## config.mk

```make
export PLATFORM = sky130hd
export DESIGN_NAME = text_scan_gen
export DESIGN_NICKNAME = d
export VERILOG_FILES = /design/src/rtl/text_pkg.sv /design/src/rtl/vga_timing.sv /design/src/rtl/text_scan_gen.sv
export SDC_FILE = /design/constraint.sdc
export NUM_CORES = 1
export LEC_CHECK = 0
export BUFFER_PORTS_ARGS = -buffer_cell sky130_fd_sc_hd__buf_2
export CORE_ASPECT_RATIO = 1.2
export CORE_MARGIN = 2
export CORE_UTILIZATION = 30
export DETAILED_ROUTE_END_ITERATION = 8
export GPL_ROUTABILITY_DRIVEN = 0
export GPL_TIMING_DRIVEN = 0
export PLACE_DENSITY_LB_ADDON = 0.15
export SYNTH_ARGS = -nofsm -noshare
export SYNTH_HDL_FRONTEND = slang
export SYNTH_HIERARCHICAL = 1
export SYNTH_SLANG_ARGS = --single-unit
```

## constraint.sdc

```tcl
create_clock -name clk -period 3.4 [get_ports clk]
set_input_delay 0.51 -clock clk [delete_from_list [all_inputs] [get_ports clk]]
set_output_delay 0.51 -clock clk [all_outputs]
set_load 0.03 [all_outputs]
```

## src/rtl/text_pkg.sv

```systemverilog
// Shared timing and text-box constants for the text scan generator.
package text_pkg;

  // Default 800x600 timing, horizontal in clocks, vertical in lines.
  localparam int H_ACTIVE_DEF = 800;
  localparam int H_FP_DEF     = 40;
  localparam int H_SYNC_DEF   = 128;
  localparam int H_BP_DEF     = 88;
  localparam int H_TOTAL_DEF  = H_ACTIVE_DEF + H_FP_DEF + H_SYNC_DEF + H_BP_DEF;

  localparam int V_ACTIVE_DEF = 600;
  localparam int V_FP_DEF     = 1;
  localparam int V_SYNC_DEF   = 4;
  localparam int V_BP_DEF     = 23;
  localparam int V_TOTAL_DEF  = V_ACTIVE_DEF + V_FP_DEF + V_SYNC_DEF + V_BP_DEF;

  // Text box row: N_BOX boxes side by side starting at (X_BOX, Y_BOX).
  localparam int X_BOX_DEF = 88;
  localparam int Y_BOX_DEF = 32;
  localparam int BOX_W_DEF = 50;
  localparam int BOX_H_DEF = 40;
  localparam int N_BOX_DEF = 8;
  localparam int N_BOX_MAX = 8;

  typedef logic [8:0] glyph_addr_t;

  localparam glyph_addr_t BLANK_ADDR_DEF = 9'h000;

endpackage

```

## src/rtl/vga_timing.sv

```systemverilog
// Horizontal/vertical scan counters with registered sync, active-video,
// frame-start and vertical-blank flags. The next-pixel coordinates are
// exported so the parent can register its own per-pixel outputs in step.
module vga_timing
  import text_pkg::*;
#(
  parameter int H_ACTIVE = H_ACTIVE_DEF,
  parameter int H_FP     = H_FP_DEF,
  parameter int H_SYNC   = H_SYNC_DEF,
  parameter int H_BP     = H_BP_DEF,
  parameter int V_ACTIVE = V_ACTIVE_DEF,
  parameter int V_FP     = V_FP_DEF,
  parameter int V_SYNC   = V_SYNC_DEF,
  parameter int V_BP     = V_BP_DEF
) (
  input  logic        clk,
  input  logic        rst,
  output logic [10:0] pixel_x,
  output logic [9:0]  pixel_y,
  output logic        hsync,
  output logic        vsync,
  output logic        video_on,
  output logic        frame_start,
  output logic        vblank,
  output logic [10:0] next_x,
  output logic [9:0]  next_y
);

  localparam int H_TOTAL = H_ACTIVE + H_FP + H_SYNC + H_BP;
  localparam int V_TOTAL = V_ACTIVE + V_FP + V_SYNC + V_BP;

  localparam logic [10:0] H_LAST = 11'(H_TOTAL - 1);
  localparam logic [10:0] H_ACT  = 11'(H_ACTIVE);
  localparam logic [10:0] HS_ON  = 11'(H_ACTIVE + H_FP);
  localparam logic [10:0] HS_OFF = 11'(H_ACTIVE + H_FP + H_SYNC);
  localparam logic [9:0]  V_LAST = 10'(V_TOTAL - 1);
  localparam logic [9:0]  V_ACT  = 10'(V_ACTIVE);
  localparam logic [9:0]  VS_ON  = 10'(V_ACTIVE + V_FP);
  localparam logic [9:0]  VS_OFF = 10'(V_ACTIVE + V_FP + V_SYNC);

  logic h_wrap;

  // Next scan position: x wraps every line, y steps only on the x wrap.
  always_comb begin
    h_wrap = (pixel_x == H_LAST);
    next_x = h_wrap ? 11'd0 : pixel_x + 11'd1;
    next_y = pixel_y;
    if (h_wrap) next_y = (pixel_y == V_LAST) ? 10'd0 : pixel_y + 10'd1;
  end

  // Counters and flags all load from the next position so they stay aligned.
  // Reset parks the scan on pixel (0,0), which is a frame start in active video.
  always_ff @(posedge clk) begin
    if (rst) begin
      pixel_x     <= '0;
      pixel_y     <= '0;
      hsync       <= 1'b0;
      vsync       <= 1'b0;
      video_on    <= 1'b1;
      frame_start <= 1'b1;
      vblank      <= 1'b0;
    end else begin
      pixel_x     <= next_x;
      pixel_y     <= next_y;
      hsync       <= (next_x >= HS_ON) && (next_x < HS_OFF);
      vsync       <= (next_y >= VS_ON) && (next_y < VS_OFF);
      video_on    <= (next_x < H_ACT) && (next_y < V_ACT);
      frame_start <= (next_x == 11'd0) && (next_y == 10'd0);
      vblank      <= (next_y >= V_ACT);
    end
  end

endmodule

```

## src/rtl/text_scan_gen.sv

```systemverilog
// Text-box scan generator: VGA timing plus a row of character boxes whose
// glyph ROM base addresses come from a small host-written buffer. Host
// writes are only taken during vertical blanking so a frame never tears.
module text_scan_gen
  import text_pkg::*;
#(
  parameter int          H_ACTIVE   = H_ACTIVE_DEF,
  parameter int          H_FP       = H_FP_DEF,
  parameter int          H_SYNC     = H_SYNC_DEF,
  parameter int          H_BP       = H_BP_DEF,
  parameter int          V_ACTIVE   = V_ACTIVE_DEF,
  parameter int          V_FP       = V_FP_DEF,
  parameter int          V_SYNC     = V_SYNC_DEF,
  parameter int          V_BP       = V_BP_DEF,
  parameter int          X_BOX      = X_BOX_DEF,
  parameter int          Y_BOX      = Y_BOX_DEF,
  parameter int          BOX_W      = BOX_W_DEF,
  parameter int          BOX_H      = BOX_H_DEF,
  parameter int          N_BOX      = N_BOX_DEF,
  parameter logic [8:0]  BLANK_ADDR = BLANK_ADDR_DEF
) (
  input  logic        clk,
  input  logic        rst,
  input  logic        wr_valid,
  output logic        wr_ready,
  input  logic [2:0]  wr_idx,
  input  logic [8:0]  wr_addr,
  output logic [10:0] pixel_x,
  output logic [9:0]  pixel_y,
  output logic        hsync,
  output logic        vsync,
  output logic        video_on,
  output logic        frame_start,
  output logic [8:0]  rom_base_addr,
  output logic        in_box
);

  localparam logic [11:0] X_LO = 12'(X_BOX);
  localparam logic [11:0] X_HI = 12'(X_BOX + N_BOX * BOX_W);
  localparam logic [10:0] Y_LO = 11'(Y_BOX);
  localparam logic [10:0] Y_HI = 11'(Y_BOX + BOX_H);

  logic [10:0] next_x;
  logic [9:0]  next_y;
  logic [11:0] nx_w;
  logic [10:0] ny_w;

  glyph_addr_t [N_BOX_MAX-1:0] char_buf;

  logic        wr_take, wr_keep;
  logic        box_hit;
  logic [2:0]  box_idx;
  glyph_addr_t box_glyph;

  vga_timing #(
    .H_ACTIVE (H_ACTIVE), .H_FP (H_FP), .H_SYNC (H_SYNC), .H_BP (H_BP),
    .V_ACTIVE (V_ACTIVE), .V_FP (V_FP), .V_SYNC (V_SYNC), .V_BP (V_BP)
  ) u_timing (
    .clk         (clk),
    .rst         (rst),
    .pixel_x     (pixel_x),
    .pixel_y     (pixel_y),
    .hsync       (hsync),
    .vsync       (vsync),
    .video_on    (video_on),
    .frame_start (frame_start),
    .vblank      (wr_ready),
    .next_x      (next_x),
    .next_y      (next_y)
  );

  // Accept any offered write in blanking; out-of-range indices are dropped.
  always_comb begin
    wr_take = wr_valid && wr_ready;
    wr_keep = wr_take && ({1'b0, wr_idx} < 4'(N_BOX));
  end

  // Box lookup on the next pixel via a compare chain against the fixed
  // box boundaries. A write landing on this edge is forwarded so the glyph
  // shown never lags the buffer.
  always_comb begin
    nx_w    = {1'b0, next_x};
    ny_w    = {1'b0, next_y};
    box_hit = (nx_w >= X_LO) && (nx_w < X_HI) && (ny_w >= Y_LO) && (ny_w < Y_HI);
    box_idx = '0;
    for (int i = 1; i < N_BOX; i++)
      if (nx_w >= 12'(X_BOX + i * BOX_W)) box_idx = 3'(i);
    box_glyph = (wr_keep && (wr_idx == box_idx)) ? wr_addr : char_buf[box_idx];
  end

  // Character buffer; reset blanks every entry and wins over a pending write.
  always_ff @(posedge clk) begin
    if (rst)          char_buf <= {N_BOX_MAX{BLANK_ADDR}};
    else if (wr_keep) char_buf[wr_idx] <= wr_addr;
  end

  // Registered box outputs, aligned with the timing sub-module's registers.
  always_ff @(posedge clk) begin
    if (rst) begin
      in_box        <= 1'b0;
      rom_base_addr <= BLANK_ADDR;
    end else begin
      in_box        <= box_hit;
      rom_base_addr <= box_hit ? box_glyph : BLANK_ADDR;
    end
  end

endmodule

```

Word level (Yosys, flattened, before mapping)
Index checks and enable logic that the tools add are counted.
Widths: inputs -> output; s select.
{ "classes": {"n_reduce_logical": 13, "n_eq_ne": 3, "order_cmp": 21, "bitwise": 1, "n_mux": 16, "n_addsub": 2} }
{ "ops": {"columns": ["op", "count"], "rows": [
  ["$bwmux 72", 1],
  ["$ge 11x9->1 const B", 4],
  ["$ge 11x8->1 const B", 3],
  ["$bmux 9 s3", 1],
  ["$demux 9 s3", 1],
  ["$mux 9", 3],
  ["$lt 11x10->1 const B", 2],
  ["$ge 10x10->1 const B", 2],
  ["$lt 10x10->1 const B", 2],
  ["$mux 10", 2],
  ["$mux 3", 6],
  ["$add 11x1->11 const B", 1],
  ["$eq 11x11->1 const B", 1],
  ["$ge 11x10->1 const B", 1],
  ["$ge 11x7->1 const B", 1],
  ["$logic_not 11->1", 1],
  ["$lt 11x9->1 const B", 1],
  ["$mux 11", 1],
  ["$add 10x1->10 const B", 1],
  ["$eq 10x10->1 const B", 1],
  ["$ge 10x6->1 const B", 1],
  ["$logic_and 1x1->1", 10],
  ["$logic_not 10->1", 1],
  ["$lt 10x7->1 const B", 1],
  ["6 further kinds", 7]
]} }
{ "totals": {"input_bits": 15, "wordCells": 73, "register_bits": 108} }

Depth between registers and ports, before layout
Gate-level depths: netlist (run 1).
{ "logic_depth": {"ltp_word": 13, "ltp_mapped": 14} }

Cells and area by module
The synthesis (run 1) kept the hierarchy.
{ "by_module_without_submodules": {"columns": ["mod", "cells_each", "n_inst", "area_per_inst_um2"], "rows": [
  ["text_scan_gen", 375, 1, 3797.4],
  ["vga_timing", 205, 1, 1621.6]
]} }

Least setup slack after synthesis (run 1)
OpenSTA, ideal clock, no wires.
{ "synth_path": {"path_type": "register to register", "startpoint": "reg u_timing.pixel_x[0]", "endpoint": "reg rom_base_addr[7]", "arrival_time_ps": 3615, "path_buffers": 3, "slack_ps": -363, "period_less_slack_ps": 3763, "path_stages_with_launch": 15, "setup_ps": 147, "path_cell_list": "dfxtp_1 ha_1 nand4_1 or3_1 buf_2 clkbuf_1 and2_1 nor4_1 o22ai_1 a211oi_2 nor2_4 buf_6 mux2_1 a22oi_1 a311oi_1"} }
{ "synth_between": {"elab_chain_cells": 13, "elab_cells_between_ends": 32, "cone_classes": "add/sub (1); order compare (11); eq/ne (2); mux (12); bitwise (1); reduce/logical (5)"} }
{ "synth_rtl": {"columns": ["element", "line", "source"], "rows": [
  ["start, declared", "vga_timing.sv:18", "output logic [10:0] pixel_x,"],
  ["start signal, assigned", "vga_timing.sv:63", "pixel_x <= next_x;"],
  ["$add 11x1->11 / $eq 11x11->1 (equally long branches)", "vga_timing.sv:46, vga_timing.sv:45", null],
  ["$mux 11 (*)", "vga_timing.sv:46", "next_x = h_wrap ? 11'd0 : pixel_x + 11'd1;"],
  ["via next_x[1]", "text_scan_gen.sv:43", "logic [10:0] next_x;"],
  ["$ge 11x8->1", "text_scan_gen.sv:87", "if (nx_w >= 12'(X_BOX + i * BOX_W)) box_idx = 3'(i);"],
  ["$mux 1", "text_scan_gen.sv:87", null],
  ["$mux 3 (6 in a row)", "text_scan_gen.sv:87", null],
  ["$bmux 9 s3 / $eq 3x3->1 (equally long branches)", "text_scan_gen.sv:88", "box_glyph = (wr_keep && (wr_idx == box_idx)) ? wr_addr : char_buf[box_idx];"],
  ["$mux 9 (not written as such) / $logic_and 1x1->1 (equally long branches)", "text_scan_gen.sv:88", null],
  ["$mux 9", "text_scan_gen.sv:88", null],
  ["end signal, assigned", "text_scan_gen.sv:104", "rom_base_addr <= box_hit ? box_glyph : BLANK_ADDR;"],
  ["end, declared", "text_scan_gen.sv:34", "output logic [8:0] rom_base_addr,"]
]} }
Mark *: on every way through the listed nets, which the timed path passes. The rest lies on a longest branch. The select of a mux whose other input is x is not followed.
A chain may end at the register's enable or synchronous reset.

Final worst setup path (run 1)
{ "layout_path": {"startpoint": "reg u_timing.pixel_x[8]", "endpoint": "reg rom_base_addr[1]"} }
{ "layout_between": {"elab_chain_cells": 13, "elab_cells_between_ends": 32, "cone_classes": "add/sub (1); order compare (11); eq/ne (2); mux (12); bitwise (1); reduce/logical (5)"} }
{ "layout_rtl": {"columns": ["element", "line", "source"], "rows": [
  ["$eq 11x11->1 (*)", "vga_timing.sv:45", "h_wrap = (pixel_x == H_LAST);"],
  ["$mux 11 (*)", "vga_timing.sv:46", null],
  ["via next_x[1]", "text_scan_gen.sv:43", null],
  ["$ge 11x8->1", "text_scan_gen.sv:87", null],
  ["$mux 1", "text_scan_gen.sv:87", null],
  ["$mux 3 (6 in a row)", "text_scan_gen.sv:87", null],
  ["$bmux 9 s3 / $eq 3x3->1 (equally long branches)", "text_scan_gen.sv:88", null],
  ["$mux 9 (not written as such) / $logic_and 1x1->1 (equally long branches)", "text_scan_gen.sv:88", null],
  ["$mux 9", "text_scan_gen.sv:88", null]
]} }
Marked as above.

==> impl_metrics.csv, run 1 <==
group,metric,value,unit
power_and_ir_drop,ir_drop,0.215,mV
power_and_ir_drop,seqPwrFrac,51.4,%
sta,finalHoldWorstSlack,0.410,ns
outcome,status,"finished, violations left",
worst_setup_path,startpoint_type,"register",
cts,cts.sinks,108,
grt,gr-usage-all-layers,16.5,%
sta,fmax,291,MHz
cts,root_buffer,"clkbuf_16",
worst_setup_path,path_cells,"or4b_4 -> or3_4 -> clkbuf_16 -> and2_4 -> o21a_1 -> o211a_1 -> a211oi_4 -> nor2_4 -> buf_12 -> mux4_2 -> nand2_2 -> a311oi_2",
outcome,violations,"setup timing",
floorplan,rows,53,
job,drv_cap,0,
worst_setup_path,cp.required,3.65,ns
floorplan,initial_core_util,30.8,%
place,dpl-instance-area,0.00595,mm²
floorplan,core_area,0.0176,mm²
finish,design_area,0.00677,mm²
worst_setup_path,rrSetupSlack,-0.03,ns
synthesis,syn-num-nets,596,
power_and_ir_drop,internal_power,1.88,mW
route,vias_per_cell,5.16,
sta,period_share,101,%
finish,layout_commonest_cell,"nor2_1",
finish,diodes,0,
sta,timing_hold_violations_final,0,
power_and_ir_drop,power_density,366,mW/mm²
sta,finalClockSkew,0.0106,ns
route,routed_wl,15700,µm
worst_setup_path,end_kind,"register",
sta,slew_headroom,8.86,%
worst_setup_path,critical_path_arrival,3.68,ns
synthesis,netlist_area,0.00542,mm²
floorplan,dieArea,0.0191,mm²
finish,final_nets,668,
sta,tightestPinTransition,1.36,ns
place,hpwl,10600,µm
sta,setup_viol,2,
floorplan,die_h,151,µm
sta,grt_setup_unrepaired,"yes",
power_and_ir_drop,combPwrFrac,4.6,%
place,dp.cells,840,
finish,syn2layout_area_growth,25.1,%
route,vias,4519,
worst_setup_path,crit_slowest_cell,"or4b_4",
finish,final_layout_size_suffix_gt1_share,29.0,%
worst_setup_path,crit_fanout,7,
route,ant_nets,0,
power_and_ir_drop,p_leak,2.57,nW
min_path,hold_depth,2,
grt,antenna_found_initial,0,
route,drc_errors,0,
power_and_ir_drop,switching_share,24.2,%
grt,grt_max_degree,19,
power_and_ir_drop,power_switching,0.599,mW
sta,final_max_slew_viol_count,0,
synthesis,netlist_instances,579,
route,first_pass_iters,4,
worst_setup_path,cpPeakStageDelay,0.58,ns
worst_setup_path,cp.buffers_inverters,2,
sta,finalWorstSetupSlack,-0.0306,ns
cts,clkLatencyLatePin,0.36,ns
grt,grt_pass1_vias,4561,
cts,cts.path.max_buffers,2,
min_path,hold_start,"rst",
sta,min_period,3.43,ns
finish,final_cell_mix,"nor2_1 (109), dfxtp_1 (97), mux2i_1 (73)",
finish,fin_cells,875,
cts,cts_buffers,9,
worst_setup_path,critPathKind,"register to register",
min_path,hold_end,"u_timing/pixel_y[9]$_SDFF_PP0_",
power_and_ir_drop,p_clk_share,44.0,%
place,io_buffers,41,
finish,final_core_utilization,38.5,%
worst_setup_path,r2r.worst_path.cells,12,
route,routedWlPerCell,17.9,µm
worst_setup_path,cp_top_family,"simple AND/OR/NAND/NOR gates",
grt,grt_pass1_wl,24500,µm
synthesis,syn_avg_cell_area,9.35,µm²
cts,cts.hold.buffers_added,0,
worst_setup_path,r2r-start,"u_timing/pixel_x[8]$_SDFF_PP0_",
cts,cts_tree,"yes",
cts,clk_pin_slew,0.08,ns
synthesis,ys_warn_count,6,
grt,overflow,0,
min_path,hold_path_class,"input port to register",
floorplan,fp.dieW,127,µm
cts,htreeDepth,3,
power_and_ir_drop,finalPower,2.48,mW
worst_setup_path,r2r-end,"rom_base_addr[1]$_SDFF_PP0_",
floorplan,io_pins,51,
route,drt_iter0_drc,260,
[registers in the layout, summed over array words and instances (netlist names)]
register	count
u_timing/hsync	1
u_timing/frame_start	1
u_timing/vsync	1
u_timing/vblank	1
u_timing/pixel_y	10
in_box	1
u_timing/pixel_x	11
u_timing/video_on	1
char_buf	72
rom_base_addr	9
[through the flow]
stage | setup TNS [ns] | worst slack, ns
after floorplan | -0.259 | -0.0607
after global placement | -7.47 | -0.876
after detailed placement | -7.53 | -0.928
after CTS | -0.799 | -0.131
after global routing | -0.735 | -0.110
final | -0.0495 | -0.0306
[power groups by stage]
stage               registers, mW  clock network, mW  logic (mW)
floorplan                    1.31                  0      0.0611
global placement             1.30                  0       0.107
detailed placement           1.30                  0       0.108
CTS                          1.27               1.13       0.112
global route                 1.27               1.18       0.122
finish                       1.27               1.09       0.113
[worst max path at each step]
stage	start	slack (ns)	to	depth (start not counted)
3_3_place_gp	u_timing/pixel_x[0]$_SDFF_PP0_	-0.88	rom_base_addr[1]$_SDFF_PP0_	13
4_1_cts	u_timing/pixel_x[5]$_SDFF_PP0_	-0.13	rom_base_addr[6]$_SDFF_PP0_	13
2_1_floorplan	u_timing/pixel_x[8]$_SDFF_PP0_	-0.06	rom_base_addr[6]$_SDFF_PP0_	14
5_1_grt	u_timing/pixel_x[5]$_SDFF_PP0_	-0.11	rom_base_addr[6]$_SDFF_PP0_	12
3_5_place_dp	u_timing/pixel_x[0]$_SDFF_PP0_	-0.93	rom_base_addr[3]$_SDFF_PP0_	13
6_report	u_timing/pixel_x[8]$_SDFF_PP0_	-0.03	rom_base_addr[1]$_SDFF_PP0_	12
[area by class of cell]
type	instances	area, µm²
multi-input cells	415	3280
plain buffers	32	173
well taps	220	275
fillers	1761	10800
clock inverters	6	75.1
clock buffers	9	225
inverters	15	56.3
flip-flops and latches	108	2190
repair buffers	70	502
[layer usage]
metal	part of all wire (%)	vias to the layer above	GRT usage (%)
met1	43	2201	19.6
met4	1.8	0	5.88
met2	51	99	30.2
li1	-	2199	-
met3	3.3	20	2.72
met5	0	-	0
[timing repair]
action                     4_1_cts  5_1_grt
gates cloned                     2        0
pin swaps                       20       20
setup buffers                   17       11
gates resized for setup         49       33
setup endpoints to repair       10        9
No activity file was read; power rests on OpenSTA's default activity.
==> run 2, diff against run 1 <==
Settings changed: SKIP_CTS_REPAIR_TIMING set to 1, SYNTH_HIERARCHICAL 1 to not set.
==> run 2 against run 1 <==
Compared with the run above:
- the run now ends clean
- non-clock buffer count did not move
- core utilization fell by 0.34 points
- wire length rose by 10%
- via count rose by 10%
- largest power group unchanged
==> impl_metrics.csv, run 2 <==
group,metric,value,unit
worst_setup_path,end_kind,"register",
synthesis,ys.flop_type,"dfxtp_1",
route,drt_iter0_drc,354,
floorplan,io_pins,51,
floorplan,initial_core_util,30.7,%
power_and_ir_drop,ir_drop,0.252,mV
cts,cts.sinks,108,
synthesis,syn_avg_cell_area,9.01,µm²
power_and_ir_drop,switching_share,26.1,%
worst_setup_path,path_cells,"buf_8 -> nand4_1 -> or3_4 -> o21a_4 -> a221oi_4 -> a221oi_2 -> or4_1 -> buf_6 -> and3_4 -> buf_6 -> a2111o_1 -> o311ai_1 -> a21oi_1",
sta,setup_viol,0,
worst_setup_path,cp.depth,13,
outcome,status,"complete, no violations",
worst_setup_path,critical_path_arrival,3.57,ns
place,io_buffers,41,
sta,setup_tns,0,ns
finish,final_core_utilization,38.2,%
sta,timing_hold_violations_final,0,
power_and_ir_drop,finalPower,2.51,mW
route,vias,4976,
synthesis,synth_top_area_share,38.5,%
synthesis,synth_common_cells,"nor2_1 (116), dfxtp_1 (108), mux2i_1 (74)",
synthesis,ys_ff_latch,108,
finish,diodes,0,
synthesis,synth.area.mux_share,13.6,%
sta,finalWorstSetupSlack,0.0620,ns
sta,tightestPinTransition,1.25,ns
synthesis,synthAdderAreaFrac,0.668,%
synthesis,synth_area_leaders,"dfxtp_1 (38%), mux2i_1 (13%), nor2_1 (7.7%), a221oi_1 (2.5%), nand2_1 (2.3%)",
synthesis,synth_edf_count,0,
worst_setup_path,startpoint_type,"register",
route,vias_per_cell,5.24,
synthesis,yosys.area_share.simple,21.9,%
finish,largestRegisters,"char_buf x72, u_timing.pixel_x x11, u_timing.pixel_y x10",
cts,clkLatencyLatePin,0.36,ns
synthesis,yosys.area.top_type,"dfxtp_1",
cts,clk_pin_slew,0.08,ns
finish,syn2layout_area_growth,24.4,%
place,hpwl,12300,µm
finish,final_layout_size_suffix_gt1_share,27.8,%
power_and_ir_drop,combPwrFrac,7.8,%
synthesis,yosys.cell_types.count,76,
grt,gr-usage-all-layers,17.4,%
grt,grt_pass1_wl,26800,µm
place,dp_slack,-0.718,ns
floorplan,dieArea,0.0199,mm²
route,first_pass_iters,4,
synthesis,ys_warn_count,0,
cts,cts_tree,"yes",
worst_setup_path,cp_top_family,"compound AO/OA/AOI/OAI gates",
worst_setup_path,crit_slowest_cell,"a2111o_1",
finish,layout_commonest_cell,"nor2_1",
sta,finalHoldWorstSlack,0.382,ns
synthesis,synth_xor_area_share,2.65,%
cts,htreeDepth,3,
worst_setup_path,path_common_cell,"buf_6",
grt,grt_pass1_vias,4800,
finish,largest_register_ffs,72,
min_path,hold_depth,2,
route,routedWlPerCell,18.2,µm
sta,period_share,98.2,%
worst_setup_path,critPathKind,"register to register",
floorplan,fp.dieW,129,µm
power_and_ir_drop,power_switching,0.656,mW
synthesis,syn-num-nets,642,
sta,fmax,300,MHz
job,drv_cap,0,
sta,final_max_slew_viol_count,0,
power_and_ir_drop,power_density,359,mW/mm²
synthesis,synth_top_family_by_area,"simple AND/OR/NAND/NOR gates",
power_and_ir_drop,internal_power,1.85,mW
worst_setup_path,cp.required,3.63,ns
finish,final_nets,711,
synthesis,netlist_instances,624,
worst_setup_path,cpPeakStageDelay,0.45,ns
sta,min_period,3.34,ns
sta,finalClockSkew,0.00992,ns
finish,top_register,"char_buf",
sta,slew_headroom,16.2,%
cts,root_buffer,"clkbuf_16",
cts,cts_buffers,9,
power_and_ir_drop,p_leak,2.56,nW
finish,final_cell_mix,"nor2_1 (113), dfxtp_1 (99), mux2i_1 (74)",
synthesis,synth.most_common_cell,"nor2_1",
worst_setup_path,crit_fanout,10,
floorplan,die_h,154,µm
synthesis,netlist_area,0.00562,mm²
route,routed_wl,17300,µm
grt,antenna_found_initial,1,
worst_setup_path,r2r.worst_path.cells,13,
sta,grt_setup_unrepaired,"yes",
synthesis,synth_compound_gate_area_share,16.7,%
worst_setup_path,cp.buffers_inverters,3,
route,ant_nets,0,
synthesis,synthArstFlopShare,0,%
grt,overflow,0,
synthesis,seq_area_frac_synth,38.5,%
floorplan,core_area,0.0183,mm²
power_and_ir_drop,p_clk_share,41.4,%
cts,cts.path.max_buffers,2,
floorplan,rows,54,
grt,grt_max_degree,21,
route,drc_errors,0,
power_and_ir_drop,seqPwrFrac,50.8,%
min_path,hold_path_class,"input port to register",
## run 2: changes by cell type in the layout (fill, tap and decap cells not counted), sizes merged, moves of 9 or more
| cell | previous run | this run |
|---|---|---|
| clkbuf | 38 | 28 |
| o21ai | 10 | 20 |
| mux4 | 9 | 0 |
| a221oi | 0 | 16 |
| nand2 | 21 | 36 |
| buf | 73 | 83 |
| mux2 | 20 | 2 |
| a22o | 1 | 18 |
## run 2: final timing paths
check | start | end | slack, ns
max | u_timing.pixel_x[3]$_SDFF_PP0_ | rom_base_addr[4]$_SDFF_PP0_ | 0.06
min | rst | u_timing.pixel_y[9]$_SDFF_PP0_ | 0.38
max reg2reg | u_timing.pixel_x[3]$_SDFF_PP0_ | rom_base_addr[4]$_SDFF_PP0_ | 0.06
min reg2reg | char_buf[54]$_SDFFE_PP0P_ | char_buf[54]$_SDFFE_PP0P_ | 0.50
## run 2: worst register-to-register path: stages, from the launching register on
cell	delay, ns
dfxtp_1	0.36
buf_8	0.15
nand4_1	0.13
or3_4	0.38
o21a_4	0.26
a221oi_4	0.22
a221oi_2	0.10
or4_1	0.44
buf_6	0.16
and3_4	0.16
buf_6	0.14
a2111o_1	0.45
o311ai_1	0.10
a21oi_1	0.15
## run 2: cells by family after synthesis
group,after synthesis
buffers and inverters,51
XOR/XNOR,17
AND/OR/NAND/NOR,249
multiplexers,76
AO/OA/AOI/OAI,120
adder cells (fa/ha/maj),3
flip-flops,108
## run 2: power groups by stage
stage | sequential (mW) | clock (mW) | combinational [mW]
floorplan | 1.32 | 0 | 0.108
global placement | 1.31 | 0 | 0.171
detailed placement | 1.31 | 0 | 0.171
CTS | 1.28 | 1.06 | 0.172
global route | 1.28 | 1.13 | 0.210
finish | 1.28 | 1.04 | 0.196
## run 2: layout make-up
| cell class | instances | area, µm² |
|---|---|---|
| buffer | 43 | 322 |
| clock buffer | 9 | 225 |
| clock inverter | 7 | 62.6 |
| fill | 1880 | 11300 |
| inverter | 6 | 22.5 |
| multi-input combinational | 466 | 3520 |
| sequential | 108 | 2180 |
| tap | 252 | 315 |
| timing repair buffer | 59 | 342 |
## run 2: routing by layer
layer / share of wire [%] / track usage [%] / wire [µm] / vias to the layer above
met5: 0.064 / 0 / 11 / -
met3: 3.8 / 3.06 / 665 / 41
li1: - / - / - / 2400
met4: 3.1 / 8.59 / 543 / 2
met1: 43 / 21.5 / 7470 / 2424
met2: 50 / 28.9 / 8580 / 109
## run 2: through the flow
stage                     area [µm²]  std cells
after floorplan                 5620        624
after global placement          6140        917
after detailed placement        6140        917
after CTS                       6430        933
after global routing            6990        950
final                           6990        950
